`config.mk`:
```
export PLATFORM = sky130hd
export DESIGN_NAME = pipeline_hazard_ctrl_flat
export DESIGN_NICKNAME = d
export VERILOG_FILES = /design/src/rtl/pipeline_hazard_ctrl_if.sv /design/src/rtl/pipeline_hazard_ctrl.sv /design/src/flat_wrapper.sv
export SDC_FILE = /design/constraint.sdc
export NUM_CORES = 1
export LEC_CHECK = 0
export ABC_AREA = 1
export CORE_ASPECT_RATIO = 2
export CORE_MARGIN = 8
export CORE_UTILIZATION = 37
export DETAILED_ROUTE_END_ITERATION = 10
export PLACE_DENSITY_LB_ADDON = 0.12
export SYNTH_ARGS = -nofsm -noshare
export SYNTH_HDL_FRONTEND = slang
export SYNTH_SLANG_ARGS = --single-unit
```
`constraint.sdc`:
```
create_clock -name clk -period 2.1 [get_ports clk]
set_input_delay 0.315 -clock clk [delete_from_list [all_inputs] [get_ports clk]]
set_output_delay 0.315 -clock clk [all_outputs]
set_load 0.005 [all_outputs]
```
`src/rtl/pipeline_hazard_ctrl_if.sv`:
```
// rtl/pipeline_hazard_ctrl_if.sv - hazard inputs and stage-register controls of the 5-stage pipe
interface pipeline_hazard_ctrl_if;
   logic        id_ex_mem_read;
   logic [4:0]  id_ex_rt;
   logic [4:0]  if_id_rs;
   logic [4:0]  if_id_rt;
   logic        if_id_uses_rt;
   logic        ex_mem_branch;
   logic        ex_mem_zero;
   logic        mem_req;
   logic        mem_ready;
   logic        pc_write;
   logic        pc_src;
   logic        if_id_write;
   logic        if_id_flush;
   logic        id_ex_write;
   logic        id_ex_bubble;
   logic        ex_mem_write;
   logic        ex_mem_flush;
   logic        mem_wb_bubble;
   logic        mem_err;
   logic [1:0]  state;
   logic [31:0] stall_cycles;
   logic [15:0] flush_count;

   modport master (
      output id_ex_mem_read, id_ex_rt, if_id_rs, if_id_rt, if_id_uses_rt,
             ex_mem_branch, ex_mem_zero, mem_req, mem_ready,
      input  pc_write, pc_src, if_id_write, if_id_flush, id_ex_write, id_ex_bubble,
             ex_mem_write, ex_mem_flush, mem_wb_bubble, mem_err, state,
             stall_cycles, flush_count
   );

   modport slave (
      input  id_ex_mem_read, id_ex_rt, if_id_rs, if_id_rt, if_id_uses_rt,
             ex_mem_branch, ex_mem_zero, mem_req, mem_ready,
      output pc_write, pc_src, if_id_write, if_id_flush, id_ex_write, id_ex_bubble,
             ex_mem_write, ex_mem_flush, mem_wb_bubble, mem_err, state,
             stall_cycles, flush_count
   );
endinterface

```
`src/rtl/pipeline_hazard_ctrl.sv`:
```
// rtl/pipeline_hazard_ctrl.sv - stall/flush sequencer for the 5-stage pipe; PIPE_CTRL_PERF_EN adds perf counters
module pipeline_hazard_ctrl #(
   parameter int MAX_WAIT = 15,
   parameter int CNT_W    = 8
) (
   input  logic                 clk,
   input  logic                 rst,
   pipeline_hazard_ctrl_if.slave bus
);
   localparam logic [1:0] ST_RUN      = 2'd0;
   localparam logic [1:0] ST_MEM_WAIT = 2'd1;
   localparam logic [1:0] ST_MEM_ERR  = 2'd2;

   logic [1:0]       state;
   logic [CNT_W-1:0] wait_cnt;
   logic             mem_err;
   logic             load_use;
   logic             taken;
   logic             freeze;

   assign load_use = bus.id_ex_mem_read && (bus.id_ex_rt != 5'd0) &&
                     ((bus.id_ex_rt == bus.if_id_rs) ||
                      (bus.if_id_uses_rt && (bus.id_ex_rt == bus.if_id_rt)));
   assign taken    = bus.ex_mem_branch && bus.ex_mem_zero;

   // A waiting access freezes regardless of mem_req; RUN only freezes on a fresh miss.
   always_comb begin
      freeze = 1'b0;
      case (state)
         ST_MEM_WAIT: freeze = !bus.mem_ready;
         ST_MEM_ERR:  freeze = 1'b1;
         default:     freeze = bus.mem_req && !bus.mem_ready;
      endcase
   end

   always_comb begin
      bus.pc_write      = 1'b1;
      bus.pc_src        = 1'b0;
      bus.if_id_write   = 1'b1;
      bus.if_id_flush   = 1'b0;
      bus.id_ex_write   = 1'b1;
      bus.id_ex_bubble  = 1'b0;
      bus.ex_mem_write  = 1'b1;
      bus.ex_mem_flush  = 1'b0;
      bus.mem_wb_bubble = 1'b0;
      if (rst) begin
         bus.pc_write      = 1'b0;
         bus.if_id_write   = 1'b0;
         bus.if_id_flush   = 1'b1;
         bus.id_ex_write   = 1'b0;
         bus.id_ex_bubble  = 1'b1;
         bus.ex_mem_write  = 1'b0;
         bus.ex_mem_flush  = 1'b1;
         bus.mem_wb_bubble = 1'b1;
      end else if (freeze) begin
         bus.pc_write      = 1'b0;
         bus.if_id_write   = 1'b0;
         bus.id_ex_write   = 1'b0;
         bus.ex_mem_write  = 1'b0;
         bus.mem_wb_bubble = 1'b1;
      end else if (taken) begin
         bus.pc_src        = 1'b1;
         bus.if_id_flush   = 1'b1;
         bus.id_ex_bubble  = 1'b1;
         bus.ex_mem_flush  = 1'b1;
      end else if (load_use) begin
         bus.pc_write      = 1'b0;
         bus.if_id_write   = 1'b0;
         bus.id_ex_bubble  = 1'b1;
      end
   end

   always_ff @(posedge clk or posedge rst) begin
      if (rst) begin
         state    <= ST_RUN;
         wait_cnt <= '0;
         mem_err  <= 1'b0;
      end else begin
         case (state)
            ST_RUN: begin
               if (bus.mem_req && !bus.mem_ready) begin
                  state    <= ST_MEM_WAIT;
                  wait_cnt <= CNT_W'(1);
               end
            end
            ST_MEM_WAIT: begin
               if (bus.mem_ready) begin
                  state    <= ST_RUN;
                  wait_cnt <= '0;
               end else begin
                  wait_cnt <= wait_cnt + CNT_W'(1);
                  if (wait_cnt == CNT_W'(MAX_WAIT)) begin
                     state   <= ST_MEM_ERR;
                     mem_err <= 1'b1;
                  end
               end
            end
            ST_MEM_ERR: state <= ST_MEM_ERR;
            default:    state <= ST_RUN;
         endcase
      end
   end

   assign bus.state   = state;
   assign bus.mem_err = mem_err;

`ifdef PIPE_CTRL_PERF_EN
   logic [31:0] stall_cycles;
   logic [15:0] flush_count;

   always_ff @(posedge clk or posedge rst) begin
      if (rst) begin
         stall_cycles <= '0;
         flush_count  <= '0;
      end else begin
         if (!bus.pc_write && (stall_cycles != '1))
            stall_cycles <= stall_cycles + 32'd1;
         if (bus.pc_src && (flush_count != '1))
            flush_count <= flush_count + 16'd1;
      end
   end

   assign bus.stall_cycles = stall_cycles;
   assign bus.flush_count  = flush_count;
`else
   assign bus.stall_cycles = 32'd0;
   assign bus.flush_count  = 16'd0;
`endif
endmodule

```
`src/flat_wrapper.sv`:
```
// flat-port wrapper written by rule: the top's interface ports become plain ports
module pipeline_hazard_ctrl_flat 
#(
   parameter int MAX_WAIT = 15,
   parameter int CNT_W    = 8
)
  (clk, rst, bus_id_ex_mem_read, bus_id_ex_rt, bus_if_id_rs, bus_if_id_rt, bus_if_id_uses_rt, bus_ex_mem_branch, bus_ex_mem_zero, bus_mem_req, bus_mem_ready, bus_pc_write, bus_pc_src, bus_if_id_write, bus_if_id_flush, bus_id_ex_write, bus_id_ex_bubble, bus_ex_mem_write, bus_ex_mem_flush, bus_mem_wb_bubble, bus_mem_err, bus_state, bus_stall_cycles, bus_flush_count);
  pipeline_hazard_ctrl_if bus_i ();
  input  logic clk;
  input  logic rst;
  input wire logic [$bits(bus_i.id_ex_mem_read)-1:0] bus_id_ex_mem_read;
  input wire logic [$bits(bus_i.id_ex_rt)-1:0] bus_id_ex_rt;
  input wire logic [$bits(bus_i.if_id_rs)-1:0] bus_if_id_rs;
  input wire logic [$bits(bus_i.if_id_rt)-1:0] bus_if_id_rt;
  input wire logic [$bits(bus_i.if_id_uses_rt)-1:0] bus_if_id_uses_rt;
  input wire logic [$bits(bus_i.ex_mem_branch)-1:0] bus_ex_mem_branch;
  input wire logic [$bits(bus_i.ex_mem_zero)-1:0] bus_ex_mem_zero;
  input wire logic [$bits(bus_i.mem_req)-1:0] bus_mem_req;
  input wire logic [$bits(bus_i.mem_ready)-1:0] bus_mem_ready;
  output wire logic [$bits(bus_i.pc_write)-1:0] bus_pc_write;
  output wire logic [$bits(bus_i.pc_src)-1:0] bus_pc_src;
  output wire logic [$bits(bus_i.if_id_write)-1:0] bus_if_id_write;
  output wire logic [$bits(bus_i.if_id_flush)-1:0] bus_if_id_flush;
  output wire logic [$bits(bus_i.id_ex_write)-1:0] bus_id_ex_write;
  output wire logic [$bits(bus_i.id_ex_bubble)-1:0] bus_id_ex_bubble;
  output wire logic [$bits(bus_i.ex_mem_write)-1:0] bus_ex_mem_write;
  output wire logic [$bits(bus_i.ex_mem_flush)-1:0] bus_ex_mem_flush;
  output wire logic [$bits(bus_i.mem_wb_bubble)-1:0] bus_mem_wb_bubble;
  output wire logic [$bits(bus_i.mem_err)-1:0] bus_mem_err;
  output wire logic [$bits(bus_i.state)-1:0] bus_state;
  output wire logic [$bits(bus_i.stall_cycles)-1:0] bus_stall_cycles;
  output wire logic [$bits(bus_i.flush_count)-1:0] bus_flush_count;
  assign bus_i.id_ex_mem_read = bus_id_ex_mem_read;
  assign bus_i.id_ex_rt = bus_id_ex_rt;
  assign bus_i.if_id_rs = bus_if_id_rs;
  assign bus_i.if_id_rt = bus_if_id_rt;
  assign bus_i.if_id_uses_rt = bus_if_id_uses_rt;
  assign bus_i.ex_mem_branch = bus_ex_mem_branch;
  assign bus_i.ex_mem_zero = bus_ex_mem_zero;
  assign bus_i.mem_req = bus_mem_req;
  assign bus_i.mem_ready = bus_mem_ready;
  assign bus_pc_write = bus_i.pc_write;
  assign bus_pc_src = bus_i.pc_src;
  assign bus_if_id_write = bus_i.if_id_write;
  assign bus_if_id_flush = bus_i.if_id_flush;
  assign bus_id_ex_write = bus_i.id_ex_write;
  assign bus_id_ex_bubble = bus_i.id_ex_bubble;
  assign bus_ex_mem_write = bus_i.ex_mem_write;
  assign bus_ex_mem_flush = bus_i.ex_mem_flush;
  assign bus_mem_wb_bubble = bus_i.mem_wb_bubble;
  assign bus_mem_err = bus_i.mem_err;
  assign bus_state = bus_i.state;
  assign bus_stall_cycles = bus_i.stall_cycles;
  assign bus_flush_count = bus_i.flush_count;
  pipeline_hazard_ctrl #(.MAX_WAIT(MAX_WAIT), .CNT_W(CNT_W)) u_core (.clk(clk), .rst(rst), .bus(bus_i));
endmodule
```
; ---- Yosys cells after proc, flatten, opt, wreduce, memory -nomap -nowiden
; Cells that the tools add are included.
[word_totals]
regBits = 11
inputBits = 23
word_cells = 49
[classes]
eq_ne = 7
n_addsub = 1
n_bitwise = 1
mux = 24
n_reduce_logical = 13
[op_table]
columns = op, count
row1 = 1-bit two-way mux, 16
row2 = 8-bit two-way mux, 2
row3 = 8-bit one-hot mux with 2 select lines, 1
row4 = 5-bit == test, 2
row5 = 8-bit by 1-bit adder with 8-bit output (second input constant), 1
row6 = 8-bit by 4-bit == test with 1-bit output (second input constant), 1
row7 = 2-bit two-way mux, 3
row8 = 2-bit one-hot mux with 3 select lines, 1
row9 = 1-bit logical AND, 5
row10 = 5-bit nonzero test, 1
row11 = 2-bit AND reduction, 2
row12 = 3-bit by 2-bit inequality test with 1-bit output (second input constant), 1
row13 = 3-bit AND reduction, 1
row14 = 2-bit by 1-bit == test with 1-bit output (second input constant), 1
row15 = 2-bit == test (second input constant), 1
row16 = 2-bit logical NOT, 1
row17 = 2-bit by 1-bit inequality test with 1-bit output (second input constant), 1
row18 = 1-bit one-hot mux with 2 select lines, 1
row19 = 2-bit nonzero test, 1
row20 = 1-bit logical NOT, 1
row21 = 1-bit logical OR, 1
row22 = 1-bit NOT, 1

; ---- Depth between registers and ports, before layout
[logic_depth]
depth_word = 8
depth_mapped = 10
depth_no_buf = 9

; ---- Worst setup path after synthesis
; Ideal clock, no wire load.
[synth_path]
path_kind = reg-to-output
start = register u_core.state[1] (netlist: u_core.bus.state[1])
end = output bus_pc_write
slack_ns = 0.278
t_arrival_ns = 1.507
path_stages_with_launch = 11
n_path_buf = 1
cell_sequence = dfrtp_1 > inv_1 > ha_1 > nand2_1 > nand2_1 > a21oi_2 > nand2_1 > inv_2 > nand2_1 > inv_1 > buf_4
[synth_via]
elab_chain_len = 4
[synth_rtl]
columns = item, line
row1 = "start, declared", pipeline_hazard_ctrl.sv:14  ; logic [1:0] state;
row2 = "start signal, assigned", pipeline_hazard_ctrl.sv:75  ; state <= ST_RUN;
row3 = "start signal, assigned", pipeline_hazard_ctrl.sv:82  ; state <= ST_MEM_WAIT;
row4 = "start signal, assigned", pipeline_hazard_ctrl.sv:88  ; state <= ST_RUN;
row5 = 2-bit == test / 2-bit by 1-bit == test with 1-bit output (equally long branches), pipeline_hazard_ctrl.sv:29  ; case (state)
row6 = 1-bit one-hot mux with 2 select lines *, pipeline_hazard_ctrl.sv:29
row7 = 1-bit two-way mux * (2 in series), --
row8 = "end, declared", flat_wrapper.sv:20  ; output wire logic [$bits(bus_i.pc_write)-1:0] bus_pc_write;
; Mark *: on every way between the ends. The rest lies on a longest branch, timed or not.

; ---- Worst setup path after layout
[layout_path]
start = register u_core.state[0] (netlist: u_core.bus.state[0])
end = output bus_id_ex_bubble
[layout_via]
elab_chain_len = 4
[layout_rtl]
columns = item, line
row1 = 2-bit == test / 2-bit by 1-bit == test with 1-bit output (equally long branches), pipeline_hazard_ctrl.sv:29
row2 = 1-bit one-hot mux with 2 select lines *, pipeline_hazard_ctrl.sv:29
row3 = 1-bit two-way mux *, pipeline_hazard_ctrl.sv:55  ; end else if (freeze) begin
row4 = 1-bit two-way mux *, pipeline_hazard_ctrl.sv:46  ; if (rst) begin
row5 = "end, declared", flat_wrapper.sv:25  ; output wire logic [$bits(bus_i.id_ex_bubble)-1:0] bus_id_ex_bubble;
; Marked as above.

==> reports/qor.yml <==
cp-end-kind: "primary output"
maxCapViolations: 0
first_iter_violations: 26
most-common-layout-cells: "48 x conb_1, 46 x nand2_1, 27 x inv_1"
synthCells: 203
fp-row-count: 31
grt_pass1_vias: 1075
place_area_um2: 1590
powerDensity_nw_per_um2: 315
hold_path_end: "u_core.wait_cnt[0]"
seqPwrFrac_pct: 39.6
path_clk_slew_ns: 0.05
status: "completed"
worstHoldStart: "bus_mem_ready"
yosys.area.top_type: "buf_4"
cts_buffers: 3
multi_input_area_um2: 772
ant_nets: 0
drc: 0
p_sw_mw: 0.136
swShare_pct: 25.3
diodes: 0
fin_crit_ns: 1.99
fillers: 368
comb_power_share_pct: 22.0
p_leak_nw: 0.962
die_width_um: 58.5
holdWs_ns: 0.452
ys_seq_area_share_pct: 20.6
drv_slew: 0
rsz0062_at_grt: "no"
place_hpwl_mm: 2.52
r2r_end: "u_core.wait_cnt[4]"
htreeDepth: 1
regArea_um2: 277
die_y_um: 101
synth.yosys.warnings: 0
clock-root-buffer: "clkbuf_8"
drive_gt1_share_pct: 14.5
r2r_setup_slack_ns: 0.48
finalNonFillerCells: 298
critPathLaunchType: "flip-flop"
skew_ns: 0.00572
stdcell_area_um2: 1700
vias: 1154
utilization_pct: 48.2
io_pins: 83
area_delta_synth_final_pct: 27.0
cp_max_fo: 4
post-place-ws_ns: -0.167
antenna_found_initial: 0
drt-vias-per-instance: 3.87
holdPathStages: 3
clockBufferDepth: 2
core_region_area_um2: 3530
finalHoldViolCount: 0
grt_usage_pct: 9.30
final_common_cell: "conb_1"
avgSynthCellArea_um2: 6.59
yosysUniqueCellTypes: 26
gp_congestion: 0.818
final_nets: 278
clock_latency_ns: 0.24
port_buffers: 34
r2r-start: "u_core.bus.state[1]"
dp_cells: 289
fin_ws_ns: 0.108
drtPass1Iterations: 4
cts_hold_buf: 0
start_util_pct: 37.9
wire_per_inst_um: 9.94
ys_seq_elements: 11
grt_overflow: 0
ir_worst_vdd_v: 0.000542
crit_type: "reg2out"
netlist_area_um2: 1340
synth_area_leaders: "buf_4 29%, dfrtp_1 21%, nand2_1 13%"
drt_wl_total_mm: 2.96
grt_first_pass_wirelength_mm: 4.49
grt_max_degree: 12
setup_violations: 0
worstPathArrival_ns: 1.68
dieArea_um2: 5920
achievable-frequency_ghz: 0.502
cts_num_sinks: 11
hold_path_class: "in2reg"
cts_tree: "done"
power.internal_mw: 0.400
crit_required_ns: 1.78
r2r_cells: 10
yosysTopAreaCellShare_pct: 28.6
period_share_pct: 94.9
clkPwrFrac_pct: 38.4
[routing by layer]
metal,global-route usage (%),routed length (um),up-vias
met5,0,0,-
met4,1.14,9,0
met3,4.22,275,2
met2,15.2,1440,39
met1,11.0,1230,500
li1,-,-,613
[sequential cells by signal, summed over array words and instances (netlist names)]
register and flops:
u_core.bus.state 2, u_core.bus.mem_err 1, u_core.wait_cnt 8
[worst max-delay path: stages (launching register included)]
cell and delay, ns:
dfrtp_2 0.44, inv_4 0.10, ha_4 0.22, nor2_4 0.10, a21oi_2 0.04, buf_4 0.13, a21oi_2 0.14, nand2_1 0.07
clkdlybuf4s15_1 0.20
[synthesized netlist by cell type]
cell,instances
a21oi_2,1
o21a_1,1
ha_1,5
o21ai_1,2
nand2_4,1
o211ai_1,1
nand3_1,11
o21ai_4,1
xnor2_1,1
nand2_1,47
o21ai_0,2
nor2_2,1
inv_2,3
nor2_1,16
dfrtp_1,11
nor2_4,1
a21oi_1,5
nor3b_2,1
buf_4,51
clkinv_1,1
nand4_1,5
nand2_2,2
o21bai_1,2
conb_1,1
inv_1,29
nor3_1,1
[kinds of logic after synthesis]
family / share of synthesized area [%]
DFF: 20.6
adders and majority gates: 4.67
xor gates and xnor gates: 0.654
and+or+nand+nor: 28.5
buffers and inverters: 37.9
AOI/OAI and AO/OA: 7.48
other: 0.280
[final cells by class]
class	instances	area share (%)
Multi-Input combinational cell	155	45.4
Clock buffer	4	2.65
Sequential cell	11	16.3
Inverter	33	7.43
Timing Repair Buffer	46	24.7
Tap cell	49	3.61
[power by group through the flow]
stage / Clock, mW / Combinational [mW] / Sequential, mW
after floorplan: 0 / 0.119 / 0.216
after global placement: 0 / 0.115 / 0.216
after detailed placement: 0 / 0.115 / 0.216
after CTS: 0.212 / 0.114 / 0.212
after global routing: 0.222 / 0.134 / 0.212
final: 0.206 / 0.118 / 0.213
[through the flow]
| step | power (mW) | TNS [ns] |
|---|---|---|
| after global placement | 0.331 | -0.955 |
| after floorplan | 0.335 | 0 |
| final | 0.536 | 0 |
| after global routing | 0.568 | 0 |
| after detailed placement | 0.331 | -0.911 |
| after CTS | 0.539 | 0 |
[what timing repair did]
item	in CTS	in global routing
pin swaps	0	3
setup endpoints to repair	9	7
buffers inserted	4	1
gates cloned	0	0
gates resized for setup	14	15
[worst max-delay path by stage]
stage / from / end / slack, ns
4_1_cts: u_core.bus.state[1] / bus_pc_write / 0.02
3_3_place_gp: bus_mem_ready / bus_pc_write / -0.17
2_1_floorplan: u_core.bus.state[1] / bus_pc_write / 0.28
6_report: u_core.bus.state[0] / bus_id_ex_bubble / 0.11
5_1_grt: u_core.bus.state[1] / bus_pc_src / 0.003
3_5_place_dp: bus_mem_ready / bus_pc_write / -0.17
Note: power is estimated with default switching activity, not from simulation.
